File: config.mk
export PLATFORM = sky130hd
export DESIGN_NAME = button_latch_bank
export DESIGN_NICKNAME = d
export VERILOG_FILES = /design/src/rtl/button_latch_bank_pkg.sv /design/src/rtl/button_latch_chan.sv /design/src/rtl/button_latch_bank.sv
export SDC_FILE = /design/constraint.sdc
export NUM_CORES = 1
export LEC_CHECK = 0
export ABC_AREA = 1
export CAP_MARGIN = 0
export CORE_ASPECT_RATIO = 0.75
export CORE_MARGIN = 2
export CORE_UTILIZATION = 45
export CTS_CLUSTER_DIAMETER = 40
export DETAILED_ROUTE_END_ITERATION = 8
export DONT_BUFFER_PORTS = 1
export HOLD_SLACK_MARGIN = 0.03
export PLACE_DENSITY = 0.65
export SLEW_MARGIN = 25
export SYNTH_ARGS = -nofsm -noshare
export SYNTH_HDL_FRONTEND = slang
export SYNTH_SLANG_ARGS = --single-unit
File: constraint.sdc
create_clock -name clk -period 2.25 [get_ports clk]
set_input_delay 0.1125 -clock clk [delete_from_list [all_inputs] [get_ports clk]]
set_output_delay 0.1125 -clock clk [all_outputs]
set_load 0.02 [all_outputs]
File: src/rtl/button_latch_bank_pkg.sv
// rtl/button_latch_bank_pkg.sv - shared state encodings and helpers for the button latch bank
package button_latch_bank_pkg;

  localparam int unsigned DEF_N_CH            = 4;
  localparam int unsigned DEF_DEBOUNCE_CYCLES = 4;

  // UP/DN records whether the FSM has seen the debounced button pressed.
  // S_HOLD parks a channel that was cleared while its button was still down.
  typedef enum logic [2:0] {
    S_OFF_UP = 3'd0,
    S_OFF_DN = 3'd1,
    S_ON_UP  = 3'd2,
    S_ON_DN  = 3'd3,
    S_HOLD   = 3'd4
  } state_e;

  function automatic logic is_on(input state_e s);
    return (s == S_ON_UP) || (s == S_ON_DN);
  endfunction

  // Counter must hold 0..cycles-1; keep at least one bit so zero-width vectors never appear.
  function automatic int cnt_width(input int unsigned cycles);
    int w;
    w = $clog2(cycles + 1);
    if (w < 1) w = 1;
    return w;
  endfunction

endpackage

File: src/rtl/button_latch_chan.sv
// rtl/button_latch_chan.sv - one channel: synchroniser, debouncer and toggle-latch FSM
module button_latch_chan
  import button_latch_bank_pkg::*;
#(
  parameter int unsigned DEBOUNCE_CYCLES = 4,
  parameter bit          TOGGLE_ON_PRESS = 1'b0
) (
  input  logic clk,
  input  logic rst,
  input  logic btn,
  input  logic clr,
  output logic latch,
  output logic toggle_pulse,
  output logic db_level
);

  logic s1_q;
  logic s2_q;
  logic db;

  // Two-flop synchroniser for the asynchronous button input.
  always_ff @(posedge clk or negedge rst) begin
    if (!rst) begin
      s1_q <= 1'b0;
      s2_q <= 1'b0;
    end else begin
      s1_q <= btn;
      s2_q <= s1_q;
    end
  end

  generate
    if (DEBOUNCE_CYCLES == 0) begin : g_bypass
      assign db = s2_q;
    end else begin : g_debounce
      localparam int CW = cnt_width(DEBOUNCE_CYCLES);
      localparam logic [CW-1:0] CNT_LAST = CW'(DEBOUNCE_CYCLES - 1);

      logic [CW-1:0] cnt_q;
      logic [CW-1:0] cnt_d;
      logic          db_q;
      logic          db_d;

      // Accept a new level only after it has differed from db for DEBOUNCE_CYCLES cycles in a row.
      always_comb begin
        cnt_d = cnt_q;
        db_d  = db_q;
        if (s2_q == db_q) begin
          cnt_d = '0;
        end else if (cnt_q == CNT_LAST) begin
          db_d  = s2_q;
          cnt_d = '0;
        end else begin
          cnt_d = cnt_q + CW'(1);
        end
      end

      // Debounce counter and accepted level.
      always_ff @(posedge clk or negedge rst) begin
        if (!rst) begin
          cnt_q <= '0;
          db_q  <= 1'b0;
        end else begin
          cnt_q <= cnt_d;
          db_q  <= db_d;
        end
      end

      assign db = db_q;
    end
  endgenerate

  state_e state_q;
  state_e state_d;
  logic   toggle_arc;
  logic   latch_q;
  logic   latch_d;
  logic   pulse_q;
  logic   pulse_d;

  // Next state: press mode flips on the DN-bound arc, release mode on the UP-bound arc; clr overrides.
  always_comb begin
    state_d    = state_q;
    toggle_arc = 1'b0;
    case (state_q)
      S_OFF_UP: if (db) begin
        state_d    = TOGGLE_ON_PRESS ? S_ON_DN : S_OFF_DN;
        toggle_arc = TOGGLE_ON_PRESS;
      end
      S_OFF_DN: if (!db) begin
        state_d    = TOGGLE_ON_PRESS ? S_OFF_UP : S_ON_UP;
        toggle_arc = !TOGGLE_ON_PRESS;
      end
      S_ON_UP: if (db) begin
        state_d    = TOGGLE_ON_PRESS ? S_OFF_DN : S_ON_DN;
        toggle_arc = TOGGLE_ON_PRESS;
      end
      S_ON_DN: if (!db) begin
        state_d    = TOGGLE_ON_PRESS ? S_ON_UP : S_OFF_UP;
        toggle_arc = !TOGGLE_ON_PRESS;
      end
      S_HOLD: if (!db) begin
        state_d = S_OFF_UP;
      end
      default: state_d = S_OFF_UP;
    endcase
    if (clr) begin
      state_d    = db ? S_HOLD : S_OFF_UP;
      toggle_arc = 1'b0;
    end
    latch_d = is_on(state_d);
    pulse_d = toggle_arc;
  end

  // State plus registered copies of the latch and toggle outputs.
  always_ff @(posedge clk or negedge rst) begin
    if (!rst) begin
      state_q <= S_OFF_UP;
      latch_q <= 1'b0;
      pulse_q <= 1'b0;
    end else begin
      state_q <= state_d;
      latch_q <= latch_d;
      pulse_q <= pulse_d;
    end
  end

  assign latch        = latch_q;
  assign toggle_pulse = pulse_q;
  assign db_level     = db;

endmodule

File: src/rtl/button_latch_bank.sv
// rtl/button_latch_bank.sv - N independent debounced push-button toggle latches
module button_latch_bank
  import button_latch_bank_pkg::*;
#(
  parameter int unsigned         N_CH            = DEF_N_CH,
  parameter int unsigned         DEBOUNCE_CYCLES = DEF_DEBOUNCE_CYCLES,
  parameter logic [N_CH-1:0]     TOGGLE_ON_PRESS = '0
) (
  input  logic            clk,
  input  logic            rst,
  input  logic [N_CH-1:0] btn,
  input  logic [N_CH-1:0] clr,
  output logic [N_CH-1:0] latch,
  output logic [N_CH-1:0] toggle_pulse,
  output logic [N_CH-1:0] db_level
);

  for (genvar i = 0; i < N_CH; i++) begin : g_ch
    button_latch_chan #(
      .DEBOUNCE_CYCLES (DEBOUNCE_CYCLES),
      .TOGGLE_ON_PRESS (TOGGLE_ON_PRESS[i])
    ) u_chan (
      .clk          (clk),
      .rst          (rst),
      .btn          (btn[i]),
      .clr          (clr[i]),
      .latch        (latch[i]),
      .toggle_pulse (toggle_pulse[i]),
      .db_level     (db_level[i])
    );
  end

endmodule

### Word-level counts from Yosys, hierarchy flattened

Cells that the tools add are included.

* flip-flop bits (word level): 44
* word-level logic and storage cells: 136

* add/subtract/negate cells: 4
* equality and inequality tests: 32
* multiplexer cells: 48
* bitwise logic cells: 4
* reduce and logical (&&, ||, !) cells: 20

Operators with widths (count)
* 2-to-1 mux 3 bit: 32
* == test 3 x 2 -> 1 bit, second input constant: 20
* one-hot mux 3 bit (4 select lines): 4
* OR reduction 2 bit: 8
* adder 3 x 1 -> 3 bit, second input constant: 4
* == test 3 x 1 -> 1 bit, second input constant: 4
* == test 3 bit, second input constant: 4
* logical NOT 3 bit: 4
* 2-to-1 mux 1 bit: 12
* AND reduction 2 bit: 4
* == test 1 bit: 4
* logical OR 1 bit: 4
* inverter 1 bit: 4

### Longest topological paths before layout

* depth after elaboration: 6
* mapped depth: 4
* mapped depth without buffers: 4

### Modules after synthesis

From an unflattened synthesis, not the netlist that was laid out.

* cell total of the unflattened synthesis: 160
* area total of the unflattened synthesis: 1621.6 um^2

By module, submodules not included
* button_latch_chan: times used 4, cells each 40, area each 405.4 um^2, sequential area each 275.3 um^2

### Least setup slack after synthesis

Ideal clock, no wire load.

* kind: reg-to-reg
* start point: register g_ch[0].u_chan.g_debounce.cnt_q[0]
* end point: register g_ch[0].u_chan.g_debounce.cnt_q[2]
* library setup time: 72 ps
* arrival: 861 ps
* setup slack: 1317 ps
* cell stages (with the launch flop): 4
* clock period less this slack: 933 ps
* path through: dfrtp_1 > ha_1 > or2_0 > nor2_1

* longest elaborated chain between the ends: 3
* elaborated cells between the ends (all ways): 4
* those cells by class: add/sub (1); eq/ne (1); mux (2)

Ends and longest elaborated chain
* from (decl): RTL line button_latch_chan.sv:39 `logic [CW-1:0] cnt_q;`
* from (signal assigned): RTL line button_latch_chan.sv:64 `cnt_q <= cnt_d;`
* adder 3 x 1 -> 3 bit / == test 3 x 2 -> 1 bit (equally long branches): RTL line button_latch_chan.sv:54, button_latch_chan.sv:50
* 2-to-1 mux 3 bit *: RTL line button_latch_chan.sv:50 `end else if (cnt_q == CNT_LAST) begin`
* 2-to-1 mux 3 bit *: RTL line button_latch_chan.sv:48 `if (s2_q == db_q) begin`
* net g_ch[0].u_chan.g_debounce.cnt_d[2]: RTL line button_latch_chan.sv:40 `logic [CW-1:0] cnt_d;`

The timed path passes the listed nets; every way through them passes the cells marked *.
A chain may end at the register's enable or synchronous reset.

### Final worst setup path

* start point: register g_ch[2].u_chan.g_debounce.db_q
* end point: register g_ch[2].u_chan.g_debounce.cnt_q[0]

* longest elaborated chain between the ends: 2

Ends and longest elaborated chain
* from (decl): RTL line button_latch_chan.sv:41 `logic db_q;`
* from (signal assigned): RTL line button_latch_chan.sv:62 `db_q <= 1'b0;`
* from (signal assigned): RTL line button_latch_chan.sv:65 `db_q <= db_d;`
* == test 1 bit: RTL line button_latch_chan.sv:48
* 2-to-1 mux 3 bit: RTL line button_latch_chan.sv:48
* net g_ch[2].u_chan.g_debounce.cnt_d[0]: RTL line button_latch_chan.sv:40
* to (signal assigned): RTL line button_latch_chan.sv:64
* to (decl): RTL line button_latch_chan.sv:39

The timed path passes the listed nets, and every way through them passes these cells.

==> impl_metrics.tcl <==
set metrics [dict create \
    track_usage 0.131 \
    p_leak_nw 0.951 \
    criticalPathCategory "register to register" \
    cts-resized-gates 0 \
    fmax_ghz 0.967 \
    wl_per_cell_um 10.3 \
    maxCapViolCount 0 \
    die_area_um2 4320 \
    reg2reg_to "g_ch[2].u_chan.g_debounce.cnt_q[0]" \
    finClkSkew_ns 0.00702 \
    reg2reg_depth 2 \
    cp_cell_sequence "xnor2_1, nor2_1" \
    worstSkewPairLatency_ns 0.28 \
    crit_path_end_kind "register" \
    antenna_found_initial 0 \
    dieWidth_um 75.2 \
    r2r_setup_slack_ns 1.22 \
    grt_overflow 0 \
    post-place-ws_ns 1.23 \
    finalSetupViolations 0 \
    viasPerCell 4.53 \
    synthCells 172 \
    tightest_slew_ns 0.322 \
    cpMaxStageDelayCell "dfrtp_1" \
    yosys-top-cells-area "dfrtp_1 (64%), nor2_1 (7.9%), nand2_1 (6.8%)" \
    final_antenna_net_count 0 \
    hpwl_um 1730 \
    yosys.area.top_type "dfrtp_1" \
    antenna_cells 0 \
    period_needed_ns 1.03 \
    drtIter0Drc 33 \
    cts_sinks 44 \
    max_stage_delay_ns 0.50 \
    portBuffers 0 \
    status "finished clean" \
    grt_max_degree 45 \
    ir_drop_v 0.000515 \
    clk_pin_slew_ns 0.08 \
    hold_viol_final 0 \
    numCtsBuffers 5 \
    start_kind "register" \
    syn_to_final_growth_pct 11.5 \
    cts_max_path_buffers 2 \
    worstPathMaxFanout 4 \
    synth_area_per_cell_um2 9.95 \
    fin_crit_sh 0.460 \
    yosysWarnings 0 \
    synth-seq-cells 44 \
    core_area_um2 3660 \
    netlist_area_um2 1710 \
    grt_pass1_wl_um 4220 \
    clockRootBuffer "clkbuf_8" \
    synth_top_area_frac 0.643 \
    drtPass1Iterations 4 \
    drv_slew 0 \
    synth_cell_types 11 \
    fin_tns_setup_ns 0 \
    wirelength_um 2360 \
    fin_nets 191 \
    max_slew_margin 0.785 \
    drive_above_1_share 0.0730 \
    grt_pass1_vias 1068 \
    drc_errors 0 \
    ys_seq_area_frac 0.643 \
    cts_tree "built" \
    rsz0062_at_grt "false" \
    cp.required_ns 2.41 \
    cts.htree.levels 2 \
    r2r_start "g_ch[2].u_chan.db_level" \
    power_density_nw_per_um2 1140 \
    fp.dieH_um 57.4 \
    vias 1043 \
    ios 22 \
    hp-class "input port to asynchronous set/reset pin" \
    gp_congestion 0.741 \
    syn_nets 186 \
    cp.arrival_ns 1.20 \
    num_rows 19 \
    timing.hold.ws_ns 0.287 \
    worst_slack_ns 1.22 \
    initial_core_util 0.468 \
]
worst max-delay path: cells and delay by family, from the launching register on:
family,cells,cell delay (ns)
DFF,1,0.50
and+or+nand+nor,1,0.09
xor gates and xnor gates,1,0.32
what timing repair did:
action	in CTS	in global routing
setup buffers	0	0
hold buffers	10	0
hold endpoints to repair	68	0
registers in the layout, summed over array words and instances, names as in the netlist:
register	count
g_ch.u_chan.toggle_pulse	4
g_ch.u_chan.g_debounce.cnt_q	12
g_ch.u_chan.s1_q	4
g_ch.u_chan.latch	4
g_ch.u_chan.db_level	4
g_ch.u_chan.s2_q	4
g_ch.u_chan.state_q	12
Yosys cell counts:
| cell | instances |
|---|---|
| nor2_1 | 36 |
| a21oi_1 | 8 |
| buf_4 | 12 |
| nand3_1 | 8 |
| dfrtp_1 | 44 |
| ha_1 | 4 |
| inv_1 | 17 |
| inv_2 | 4 |
| or2_0 | 4 |
| nand2_1 | 31 |
| xnor2_1 | 4 |
power by group:
group	switching, mW	internal, mW	leakage [nW]
registers	0.193	0.960	0.575
logic	0.259	0.175	0.322
clock network	0.251	0.328	0.0541
total	0.703	1.46	0.951
cells in the final DEF, fill, tap and decap left out:
master,count
bufinv_16,1
buf_12,1
ha_1,4
clkinvlp_4,1
clkbuf_8,5
dlygate4sd3_1,9
clkinv_2,1
nor2_1,36
xnor2_1,4
a21oi_1,8
dfrtp_1,44
or2_0,4
inv_2,4
nand2_1,31
inv_1,17
nand3_1,8
final cells by class:
class,instances,area (um^2)
flip-flops and latches,44,1100
clock inverters,3,42.5
inverters,21,78.8
multi-input cells,95,442
repair buffers,10,110
well taps,52,65.1
clock buffers,5,68.8
fillers,341,1750
per-stage QoR:
stage / utilization / cells / cell area, um^2 / total power, mW
floorplan: - / 172 / 1710 / 1.55
global placement: 0.461 / 212 / 1690 / 1.53
detailed placement: 0.461 / 212 / 1690 / 1.58
CTS: 0.521 / 230 / 1910 / 2.20
global route: 0.521 / 230 / 1910 / 2.34
finish: 0.521 / 230 / 1910 / 2.17
routing by layer:
| metal | share of wire | GRT usage | up-vias |
|---|---|---|---|
| met5 | 0 | 0 | - |
| li1 | - | - | 519 |
| met2 | 0.51 | 0.224 | 23 |
| met3 | 0.048 | 0.0495 | 2 |
| met1 | 0.44 | 0.147 | 499 |
| met4 | 0.0068 | 0.0526 | 0 |
worst max-delay path by stage:
stage                                             from                                 end
floorplan           g_ch[0].u_chan.g_debounce.cnt_q[0]  g_ch[0].u_chan.g_debounce.cnt_q[2]
global placement               g_ch[2].u_chan.db_level                g_ch[2].u_chan.latch
detailed placement             g_ch[0].u_chan.db_level  g_ch[0].u_chan.g_debounce.cnt_q[0]
CTS                            g_ch[0].u_chan.db_level  g_ch[0].u_chan.g_debounce.cnt_q[0]
global route                   g_ch[3].u_chan.db_level           g_ch[3].u_chan.state_q[1]
finish                         g_ch[2].u_chan.db_level  g_ch[2].u_chan.g_debounce.cnt_q[0]
logic make-up (layout without fill, tap and decap cells):
logic type      count (synthesis)  after routing  synth area share
xor+xnor                        4              4            0.0205
compound gates                  8              8            0.0234
simple gates                   79             79             0.185
buf+inv                        33             39            0.0987
fa+ha+maj                       4              4            0.0292
flops                          44             44             0.643
No activity file was read; power rests on OpenSTA's default activity.
